[src/rtl/fixed_to_float8.sv]
// fixed_to_float8: re-encodes a sign-magnitude Q(INT_BITS).4 value into the
// 8-bit float format {sign, exp[2:0], mant[3:0]} with bias 3 and no hidden bit
// (value = mant * 2^(exp-3)). Normalisation walks the exponent up by one step
// per cycle, with round-half-up and a sticky bit for the inexact flag.
module fixed_to_float8 #(
   parameter int INT_BITS = 8
) (
   input  logic                          clock,
   input  logic                          reset,
   input  logic                          in_valid,
   output logic                          in_ready,
   input  logic                          in_sign,
   input  logic [INT_BITS+4-1:0]         in_fixed,
   output logic                          out_valid,
   input  logic                          out_ready,
   output logic [7:0]                    out_float,
   output logic                          out_overflow,
   output logic                          out_inexact,
   output logic                          busy
);

   localparam int FRAC_BITS = 4;
   localparam int W         = INT_BITS + FRAC_BITS;

   typedef enum logic [1:0] {
      IDLE,
      NORM,
      DONE
   } state_t;

   state_t         state;
   state_t         state_next;

   logic [W-1:0]   r;
   logic [W-1:0]   r_next;
   logic [2:0]     e;
   logic [2:0]     e_next;
   logic           sticky;
   logic           sticky_next;
   logic           sgn;
   logic           sgn_next;

   logic [7:0]     float_q;
   logic [7:0]     float_next;
   logic           overflow_q;
   logic           overflow_next;
   logic           inexact_q;
   logic           inexact_next;

   // Candidate mantissa at the current exponent: r is in units of 1/16 shifted
   // by e, so dropping one more bit gives units of 2^(e-3); round half up.
   logic [W-1:0]   cand;
   logic           cand_fits;

   assign cand      = (r >> 1) + {{(W-1){1'b0}}, r[0]};
   assign cand_fits = (cand[W-1:4] == '0);

   // Next-state and datapath updates; the result registers only change on the
   // NORM->DONE transition so they stay stable while the consumer stalls.
   always_comb begin
      state_next    = state;
      r_next        = r;
      e_next        = e;
      sticky_next   = sticky;
      sgn_next      = sgn;
      float_next    = float_q;
      overflow_next = overflow_q;
      inexact_next  = inexact_q;

      case (state)
         IDLE: begin
            if (in_valid) begin
               r_next      = in_fixed;
               e_next      = 3'd0;
               sticky_next = 1'b0;
               sgn_next    = in_sign;
               state_next  = NORM;
            end
         end

         NORM: begin
            if (cand_fits) begin
               float_next    = {sgn & (cand[3:0] != 4'd0), e, cand[3:0]};
               overflow_next = 1'b0;
               inexact_next  = sticky | r[0];
               state_next    = DONE;
            end else if (e == 3'd7) begin
               float_next    = {sgn, 3'd7, 4'hF};
               overflow_next = 1'b1;
               inexact_next  = 1'b1;
               state_next    = DONE;
            end else begin
               sticky_next = sticky | r[0];
               r_next      = r >> 1;
               e_next      = e + 3'd1;
            end
         end

         DONE: begin
            if (out_ready) begin
               state_next = IDLE;
            end
         end

         default: begin
            state_next = IDLE;
         end
      endcase
   end

   // State and datapath registers with synchronous active-high reset.
   always_ff @(posedge clock) begin
      if (reset) begin
         state      <= IDLE;
         r          <= '0;
         e          <= 3'd0;
         sticky     <= 1'b0;
         sgn        <= 1'b0;
         float_q    <= 8'd0;
         overflow_q <= 1'b0;
         inexact_q  <= 1'b0;
      end else begin
         state      <= state_next;
         r          <= r_next;
         e          <= e_next;
         sticky     <= sticky_next;
         sgn        <= sgn_next;
         float_q    <= float_next;
         overflow_q <= overflow_next;
         inexact_q  <= inexact_next;
      end
   end

   assign in_ready     = (state == IDLE);
   assign out_valid    = (state == DONE);
   assign busy         = (state != IDLE);
   assign out_float    = float_q;
   assign out_overflow = overflow_q;
   assign out_inexact  = inexact_q;

endmodule

[config.mk]
export PLATFORM = sky130hd
export DESIGN_NAME = fixed_to_float8
export DESIGN_NICKNAME = d
export VERILOG_FILES = /design/src/rtl/fixed_to_float8.sv
export SDC_FILE = /design/constraint.sdc
export NUM_CORES = 1
export LEC_CHECK = 0
export CAP_MARGIN = 20
export CORE_UTILIZATION = 45
export DETAILED_ROUTE_END_ITERATION = 12
export HOLD_SLACK_MARGIN = 0.05
export PLACE_DENSITY = 0.78
export SLEW_MARGIN = 30
export SYNTH_ARGS = -nofsm -noshare
export SYNTH_HDL_FRONTEND = slang
export SYNTH_SLANG_ARGS = --single-unit
[constraint.sdc]
create_clock -name clock -period 2.1 [get_ports clock]
set_clock_uncertainty 0.2 [all_clocks]
set_input_delay 0.315 -clock clock [delete_from_list [all_inputs] [get_ports clock]]
set_output_delay 0.315 -clock clock [all_outputs]
set_load 0.01 [all_outputs]
; ---- Word-level counts from Yosys, hierarchy flattened
; Index checks and enable logic that the tools add are counted.
[word_totals]
register_bits = 29
[classes]
n_reduce_logical = 10
bitwise = 2
addsub = 2
n_mux = 22
n_eq_ne = 8
[ops]
columns = operator, count
row1 = 12-bit two-way mux, 3
row2 = 12-bit case mux with 2 select lines, 1
row3 = 8-bit two-way mux, 2
row4 = 11-bit by 1-bit adder with 12-bit output, 1
row5 = 3-bit two-way mux, 3
row6 = 8-bit logical NOT, 1
row7 = 2-bit two-way mux, 4
row8 = 1-bit two-way mux, 6
row9 = "2-bit != test, second input constant", 3
row10 = 2-bit case mux with 3 select lines, 1
row11 = 3-bit case mux with 2 select lines, 1
row12 = 2-bit nonzero test, 3
row13 = 2-bit AND reduction, 2
row14 = 4-bit AND reduction, 1
row15 = 4-bit nonzero test, 1
row16 = "3-bit by 1-bit adder with 3-bit output, second input constant", 1
row17 = "3-bit == test, second input constant", 1
row18 = "3-bit != test, second input constant", 1
row19 = 3-bit AND reduction, 1
row20 = "2-bit by 1-bit == test with 1-bit output, second input constant", 1
row21 = "2-bit == test, second input constant", 1
row22 = 2-bit logical NOT, 1
row23 = "2-bit by 1-bit != test with 1-bit output, second input constant", 1
row24 = 1-bit case mux with 2 select lines, 1
row25 = 2 further kinds, 2

; ---- Depth between registers and ports, before layout
[logic_depth]
word_depth = 4
mapped_depth = 8

; ---- Least setup slack after synthesis
; OpenSTA, ideal clock, no wires.
[synth_timing]
path_kind = reg-to-reg
start = register e[0]
end = register r[10]
setup_slack_ns = 0.007
arrival_time_ns = 1.812
t_required_ns = 1.819
setup_ns = 0.081
synth_period_minus_slack_ns = 2.093
stages_incl_launch_ff = 9
cell_sequence = dfxtp_1 > ha_1 > ha_1 > or3b_1 > a211o_1 > nand3_2 > buf_6 > nor2_1 > a211oi_2
[synth_between]
elab_chain_cells = 3
[synth_lines]
columns = element, line
row1 = from (decl), 36  ; logic [2:0] e;
row2 = from (signal assigned), 125  ; e <= e_next;
row3 = 3-bit == test, 87  ; end else if (e == 3'd7) begin
row4 = 2-bit != test (no line), -
row5 = 4-bit AND reduction (no line), -
row6 = to (signal assigned), 124  ; r <= r_next;
row7 = to (decl), 34  ; logic [W-1:0] r;
; Every way passes these cells.
; A chain may end at the register's enable or synchronous reset.

; ---- Worst setup path after layout
[layout_timing]
start = register r[6]
end = register r[8]
[layout_between]
elab_chain_cells = 4
[layout_lines]
columns = element, line
row1 = 11-bit by 1-bit adder with 12-bit output, 55  ; assign cand = (r >> 1) + {{(W-1){1'b0}}, r[0]};
row2 = 8-bit logical NOT, 56  ; assign cand_fits = (cand[W-1:4] == '0);
row3 = 2-bit != test (no line), -
row4 = 4-bit AND reduction (no line), -
; Every way passes these cells.

==> summary.txt <==
Status
  – Status: complete, but fails checks
  – Violated checks: negative setup slack

Layout
  – Synthesis-to-finish area growth: 50.7%
  – Post-layout net count: 235
  – Fin cells: 257
  – Share of cells above drive strength 1: 33.8%
  – N_diodes: 0
  – Fin area: 0.00222 mm^2
  – Fill count: 235
  – Util after Layout: 72.1%

Synth
  – Post-Syn Instances: 157
  – Post-synth cell types: 36
  – Seq cells post-synth: 29
  – Primary FF master, synth: dfxtp_1
  – Post-synth EDFFs: 0
  – Mapped Area: 0.00147 mm^2
  – Post-synth ARST share: 0%
  – Syn_area_per_cell: 9.38 um^2
  – Seq/Total Area, Yosys: 39.4%
  – Syn Nets: 179
  – Warnings from Yosys: 0

Clock tree
  – CTS Root Cell: clkbuf_4
  – CTS buffer count: 5
  – Clk Latency, worst-skew pair: 0.31 ns
  – CTS tree: done
  – H-tree depth: 2
  – Clock transition at the registers of the reported paths: 0.09 ns
  – Clk sinks: 29
  – Clk buf depth: 2

Floorplan
  – Die H: 59.2 um
  – CORE AREA: 0.00308 mm^2
  – Rows: 20
  – Starting Density: 47.8%
  – IO Count: 30
  – Die ar.: 0.00351 mm^2
  – Die W: 59.2 um

Critical path
  – Cell Chain, Critical Path: or4_4 > o311ai_4 > nand3_4 > clkbuf_16 > buf_12 > a211oi_2
  – Critical path's top delay family: simple AND/OR/NAND/NOR gates
  – Crit. End Element: flip-flop
  – Crit. Startpoint: r[6]$_SDFFE_PP0P_
  – CP Class: flip-flop to flip-flop
  – Crit start category: flip-flop
  – Worst endpoint data arrival time: 2.14 ns
  – Buf+Inv Stages, Crit Path: 2
  – Slowest cell delay on critical path: 0.57 ns
  – Critical Path RT: 2.13 ns
  – R2R Path Start: r[6]$_SDFFE_PP0P_
  – Max FO, Critical Path: 7
  – Slowest-stage cell, CP: or4_4

STA
  – RSZ-0062 raised after global routing: yes
  – Slew @ Worst Pin: 0.318 ns
  – Max Freq: 0.474 GHz
  – Worst slew margin: 78.7%
  – Period minus WS final: 2.11 ns
  – Setup violations, final: 2
  – Setup ws final: -0.00893 ns
  – Fin. Hold Viols: 0
  – Slew Limit Fails: 0
  – Tcrit/Tclk final: 100%

Detailed routing
  – Post-Route WL: 3870 um
  – Vias per inst: 5.40
  – Post-detailed-route wirelength per cell: 15.1 um
  – Via count: 1388
  – DRT antenna net count: 0
  – Starting DRT DRC Count: 37
  – Number of remaining DRC errors: 0
  – Initial DRT Pass Iterations: 4

Pwr
  – Sw frac: 35.6%
  – Int Power: 1.35 mW
  – Sequential share of power: 36.0%
  – Clock share of power: 16.2%
  – Power Total: 2.10 mW
  – Pwr dens: 948 mW/mm^2
  – Net Sw Power: 750 uW
  – Leakage: 0.879 nW
  – Combinational share of power: 47.7%
  – Maximum vdd drop: 0.550 mV

Placed design
  – GP Congestion: 0.787
  – Area after DPL: 0.00194 mm^2
  – Placed Cells: 240
  – I/O Buffers: 29
  – Dpl ws: -0.139 ns
  – DP HPWL: 2610 um

Global route
  – Global route total overflow: 0
  – Vias in the first global route: 1353
  – Initial antenna violation count: 0
  – Largest net degree at the start of global routing: 30
  – GR Util All Layers: 21.8%
  – First-pass GRT wire length: 5730 um

Run
  – Max cap viols: 0

Worst hold path
  – Hold Crit Class: flip-flop to flip-flop
  – Hold path start: out_float[6]$_SDFFE_PP0P_
## area by class of cell
type | count | area [um^2] | area share (%)
Sequential cell | 29 | 587 | 26.4
Clock buffer | 7 | 55.1 | 2.48
Inverter | 12 | 45.0 | 2.03
Tap cell | 44 | 55.1 | 2.48
Timing Repair Buffer | 57 | 568 | 25.6
Multi-Input combinational cell | 108 | 910 | 41.0
## synth_stat cells, drive strengths merged, types with 2 or more instances
library cell,count,area (um^2)
a21oi,11,55.1
a211oi,19,198
and2,2,12.5
clkbuf,4,15.0
a31oi,3,18.8
nor2,20,75.1
dfxtp,29,581
a21o,2,15.0
inv,12,45.0
nand2b,3,18.8
mux2i,11,110
nand3b,2,15.0
ha,5,62.6
buf,4,32.5
nand2,7,26.3
nand3,4,25.0
nor3,3,26.3
nor2b,2,12.5
## cell usage in the layout (no fill, tap or decap), types with 3 or more instances in the layout
cell type	n
mux2i_1	11
buf_4	21
dfxtp_2	5
a21oi_1	10
dfxtp_1	24
a211oi_2	16
clkbuf_4	5
nand2b_1	3
nor2_1	19
nand2_1	7
buf_12	3
inv_1	12
a211oi_1	3
clkdlybuf4s50_1	27
buf_6	3
## worst min-delay path, cell delays in order (launching register included)
cell,delay (ns)
dfxtp_1,0.32
inv_1,0.05
a211oi_1,0.06
## power groups by stage
stage,clock (mW),sequential [mW],combinational [mW]
after floorplan,0,0.745,0.478
after global placement,0,0.740,0.760
after detailed placement,0,0.752,0.794
after CTS,0.347,0.744,0.842
after global routing,0.369,0.767,1.08
final,0.341,0.759,1.00
## routing by layer
layer	GRT usage, %	vias to the layer above	part of all wire, %
li1	-	671	-
met1	24.4	676	43
met2	40.3	37	53
met3	4.59	4	3.5
met4	7.48	0	0.67
met5	0	-	0
## sequential cells by signal (all words and copies together) (netlist names)
| register | cells |
|---|---|
| out_inexact | 1 |
| state | 2 |
| out_overflow | 1 |
| sgn | 1 |
| r | 12 |
| e | 3 |
| sticky | 1 |
| out_float | 8 |
## through the flow
| stage | setup TNS, ns | hold WS (ns) |
|---|---|---|
| after CTS | -0.0993 | 0.273 |
| after global placement | 0 | 0.240 |
| after global routing | -0.594 | 0.284 |
| after detailed placement | -0.352 | 0.258 |
| final | -0.0103 | 0.266 |
| after floorplan | 0 | 0.254 |
## path summary, 6_finish.rpt
kind / cells past startpoint / end / slack [ns]
setup / recovery: 6 / r[8]$_SDFFE_PP0P_ / -0.009
hold / removal: 2 / out_float[6]$_SDFFE_PP0P_ / 0.27
setup reg to reg: 6 / r[8]$_SDFFE_PP0P_ / -0.009
hold reg to reg: 2 / out_float[6]$_SDFFE_PP0P_ / 0.27
## kinds of logic (layout without fill, tap and decap cells)
kind of cell,count (synthesis),count (layout),synth area share (%)
buf+inv,20,76,6.29
xor+xnor,1,1,0.595
flops,29,29,39.4
mux,12,12,8.24
simple gates,47,47,16.6
fa+ha+maj,5,5,4.25
compound gates,43,43,24.6
## timing repair
action,in CTS,in global routing
pin swaps,0,5
resized for setup,9,24
hold buffers,0,0
setup buffers,2,7
endpoints found under the setup margin,13,23
endpoints found under the hold margin,0,0
gates cloned,0,1
Power figures use the tool's default switching activity.
==> RTL edit 1: new RTL, same settings <==
Re-encode `state_t` (3 states) as one-hot, 3 bits wide.
--- a/src/rtl/fixed_to_float8.sv
+++ b/src/rtl/fixed_to_float8.sv
@@ -22,10 +22,10 @@
    localparam int FRAC_BITS = 4;
    localparam int W         = INT_BITS + FRAC_BITS;
 
-   typedef enum logic [1:0] {
-      IDLE,
-      NORM,
-      DONE
+   typedef enum logic [2:0] {
+      IDLE = 3'b001,
+      NORM = 3'b010,
+      DONE = 3'b100
    } state_t;
 
    state_t         state;
Function: no difference found for any inputs over 10 cycles, from zero or initial values and one cycle with reset high; not proved beyond that.
==> RTL edit 1 against the unedited design <==
Setup slack gained 0.032 ns. Area after synthesis grew 9.8%. Via count grew 14%. Design area grew 1.3%. Critical path depth is the same. Total power shrank 24%. Sequential cell count grew 1. Wire length grew 15%. Critical path type unchanged. Critical endpoint is now r[9].
==> RTL edit 1: results (changes against the unedited design) <==
detailed_routing:
  first_iter_violations: 57  # +54%
  wl_per_cell_um: 16.4  # +8.7%
  wl_met1_um: 1950  # +17%
  wl_met2_um: 2190  # +7.1%
  wl_met3_um: 151  # +11%
  vias: 1588  # +14%
finish:
  nFillCells: 266  # +13%
  drive_gt1_share_pct: 26.1  # -7.7 points
  buffers: 50  # -12%
  inverters: 7  # -5
  register_area_um2: 611  # +4.1%
  num-clock-buffers: 6  # -1
  multi_input_area_share_pct: 46.9  # +5.9 points
  buf_share_pct: 20.0  # -5.6 points
setup_path:
  max_stage_delay_ns: 0.37  # -0.20 ns
  rrSetupSlack_ns: 0.02  # +0.03 ns
  crit_fanout: 8  # +1
  rr_endpoint: "r[9]"
  slowest_stage: "dfxtp_4"
  timing.rr.start: "r[0]"
global_route:
  grt_usage_pct: 24.9  # +3.1 points
  grt_max_degree: 20  # -33%
  grt_first_pass_wirelength_um: 6890  # +20%
timing:
  finalSetupTns_ns: 0  # +0.0103 ns
power_and_ir_drop:
  leakage_uw: 0.000835  # -5.0%
  clkPwrFrac_pct: 20.9  # +4.7 points
  swShare_pct: 33.2  # -2.4 points
  ir_drop_mv: 0.522  # -5.1%
  p_comb_uw: 547  # -45%
cts:
  cts.sinks: 30  # +3.4%
synth:
  ys_seq_area_share_pct: 37.2  # -2.3 points
  yosys.area_share.xor_xnor_pct: 1.08  # +0.49 points
  synth_compound_area_share_pct: 26.2  # +1.5 points
  synthAdderAreaFrac_pct: 3.87  # -0.38 points
  syn_area_um2: 1620  # +9.8%
  muxShareOfSynthArea_pct: 2.79  # -5.5 points
  syn-num-nets: 201  # +12%
hold_path:
  hp-start: "out_float[1]"
  min_to: "out_float[1]"
placed_design:
  place_congestion: 0.850  # +8.0%
  hpwlAfterDp_um: 2950  # +13%
run_status:
  outcome: "finished clean"
==> RTL edit 1: changes by cell type after synthesis, sizes merged, moves of 6 or more <==
| cell | unedited run | this run |
|---|---|---|
| o221a | 0 | 12 |
| inv | 12 | 6 |
| nor2 | 20 | 9 |
| a21oi | 11 | 5 |
| a211oi | 19 | 10 |
| mux2i | 11 | 3 |
| nand3 | 4 | 13 |
| nand2 | 7 | 29 |
==> RTL edit 1: metrics by stage <==
stage                     hold WS, ns  std cells  utilization (%)  cell area (um^2)  total power [uW]
final                           0.249        272             66.3              2250              1590
after CTS                       0.253        268             63.1              2140              1530
after floorplan                 0.250        179                -              1650              1010
after detailed placement        0.241        260             60.7              2060              1190
after global routing            0.270        272             66.3              2250              1680
after global placement          0.236        260             60.7              2060              1170
==> RTL edit 1: worst max-delay path by stage <==
stage | startpoint | end | cells after the start
3_3_place_gp | r[0] | r[7] | 6
4_1_cts | state[2] | in_ready | 3
2_1_floorplan | r[0] | r[0] | 7
6_report | r[0] | r[9] | 6
5_1_grt | state[1] | out_valid | 3
3_5_place_dp | r[0] | r[7] | 6
==> RTL edit 1: what timing repair did <==
action                     4_1_cts  5_1_grt
gates resized for setup          6       14
gates cloned                     2        0
setup endpoints to repair        7       22
pin swaps                        1        2
setup buffers                    0        4
==> RTL edit 1: critical path, delay by kind of cell (launching register included) <==
family	cells	cell delay, ns
DFF	1	0.37
and+or+nand+nor	1	0.19
adders and majority gates	2	0.31
AOI/OAI and AO/OA	2	0.56
muxes	1	0.34
==> RTL edit 1: routing by layer <==
| layer | global-route usage, % | vias to the layer above |
|---|---|---|
| li1 | - | 773 |
| met1 | 32.4 | 748 |
| met2 | 39.5 | 50 |
| met3 | 4.76 | 17 |
| met4 | 12.4 | 0 |
| met5 | 0 | - |
==> RTL edit 2: new RTL, same flow settings <==
Made on the original files. Reset style: asynchronous (`reset`), changed in one clocked block. Comments in the files are not updated.
--- a/src/rtl/fixed_to_float8.sv
+++ b/src/rtl/fixed_to_float8.sv
@@ -109,7 +109,7 @@
    end
 
    // State and datapath registers with synchronous active-high reset.
-   always_ff @(posedge clock) begin
+   always_ff @(posedge clock or posedge reset) begin
       if (reset) begin
          state      <= IDLE;
          r          <= '0;
Check against the original RTL: differs if reset is asserted again (counterexample within 4 cycles, from zero or initial values and one cycle with reset high); with reset held inactive, the same outputs for 10 cycles.
==> RTL edit 2 against the unedited design <==
The run still ends with negative setup slack left. Sequential cell count did not move. Setup slack got worse by 0.11 ns. Area after synthesis fell by 0.76%. Design area fell by 2.8%. Wire length fell by 22%.
Power is not compared: it rests on default switching activity, and its combinational part moved more than twofold at a synthesized area within 25%.
==> RTL edit 2: results (changes against the unedited design) <==
run_status:
  outcome: "complete, but fails checks"
  violations: "negative setup slack"
finish:
  nets: 189  # -20%
  nFillCells: 231  # -1.7%
  instances_no_fill: 211  # -18%
  syn2layout_area_growth_pct: 47.6
  drive_gt1_share_pct: 45.5  # +12 points
placed_design:
  hpwlAfterDp_um: 2000  # -23%
  dpl_cell_area_um2: 1930  # -0.52%
  place_congestion: 0.752  # -4.5%
  dp_slack_ns: -0.242  # -0.103 ns
  dp.cells: 200  # -17%
setup_path:
  crit_family: "compound AO/OA/AOI/OAI gates"
  rr_endpoint: "r[5]"
  cp-endpoint: "r[5]"
  slowest_stage: "dfrtp_1"
  timing.rr.start: "r[1]"
  max_stage_delay_ns: 0.41  # -0.16 ns
  crit_fanout: 6  # -1
  cp.arrival_ns: 2.22  # +0.08 ns
  reg2regPathDepth: 8  # +2
power_and_ir_drop:
  power.internal_uw: 2340
  ir_drop_mv: 0.809
  p_comb_share_pct: 59.0
timing:
  worst_slack_ns: -0.117  # -0.108 ns
  finalSetupTns_ns: -1.54  # -1.53 ns
  slew_headroom_pct: 76.1  # -2.7 points
  whs_ns: 0.146  # -0.120 ns
  finalSetupViolations: 23  # +21
synth:
  muxShareOfSynthArea_pct: 23.8  # +16 points
  synthAdderAreaFrac_pct: 4.28  # +0.033 points
  ys_top_cells_by_count: "dfrtp_1 (29), mux2_2 (14), inv_1 (11), mux2_4 (9)"
  synth_area_per_cell_um2: 12.7  # +35%
  synth_cell_types: 32  # -11%
  synth_compound_area_share_pct: 8.39  # -16 points
  syn-num-nets: 137  # -23%
  yosys.area_share.xor_xnor_pct: 1.20  # +0.60 points
  synth.area.top_cells: "dfrtp_1 (50%), mux2_2 (11%), mux2_4 (9.2%)"
  postSynth.asyncResetShare_pct: 100  # +100 points
  ys_seq_area_share_pct: 49.7  # +10 points
  synth-main-ff-cell: "dfrtp_1"
detailed_routing:
  vias: 1059  # -24%
  wl_met1_um: 1420  # -15%
  wl_met2_um: 1430  # -30%
  wl_met3_um: 123  # -9.6%
  first_iter_violations: 15  # -59%
  totalWireLength_um: 3010  # -22%
global_route:
  grt_use_met1_pct: 25.3  # +0.90 points
  grt_first_pass_wirelength_um: 4820  # -16%
  grt_max_degree: 30  # unchanged
  use_met2_pct: 30.5  # -9.8 points
  grt_usage_pct: 19.2  # -2.6 points
hold_path:
  hold_class: "input port to async pin"
cts:
  clock_latency_ns: 0.33  # +0.02 ns
  clockBufferDepth: 2  # unchanged
[RTL edit 2: changes by cell type after synthesis, sizes merged, moves of 3 or more]
cell / delta
nand2: -4
dfxtp: -29
a22o: +3
nor2: -17
mux2i: -10
dfrtp: +29
mux2: +26
a21oi: -6
nor3b: +4
a211oi: -19
nand3: -3
[RTL edit 2: area by class of cell]
class / count / area share [%]
Tap cell: 44 / 2.55
Clock inverter: 2 / 1.62
Multi-Input combinational cell: 69 / 36.8
Timing Repair inverter: 1 / 0.290
Timing Repair Buffer: 49 / 21.1
Inverter: 12 / 2.32
Clock buffer: 5 / 1.74
Sequential cell: 29 / 33.6
[RTL edit 2: worst min-delay path: cells and delay by family]
family / cells / cell delay (ns)
buf+inv: 3 / 0.78
[RTL edit 2: timing repair]
item / 4_1_cts / 5_1_grt
buffers inserted: 1 / 2
hold buffers: 0 / 0
gates cloned: 1 / 0
resized for setup: 18 / 12
pin swaps: 2 / 4
setup endpoints to repair: 26 / 28
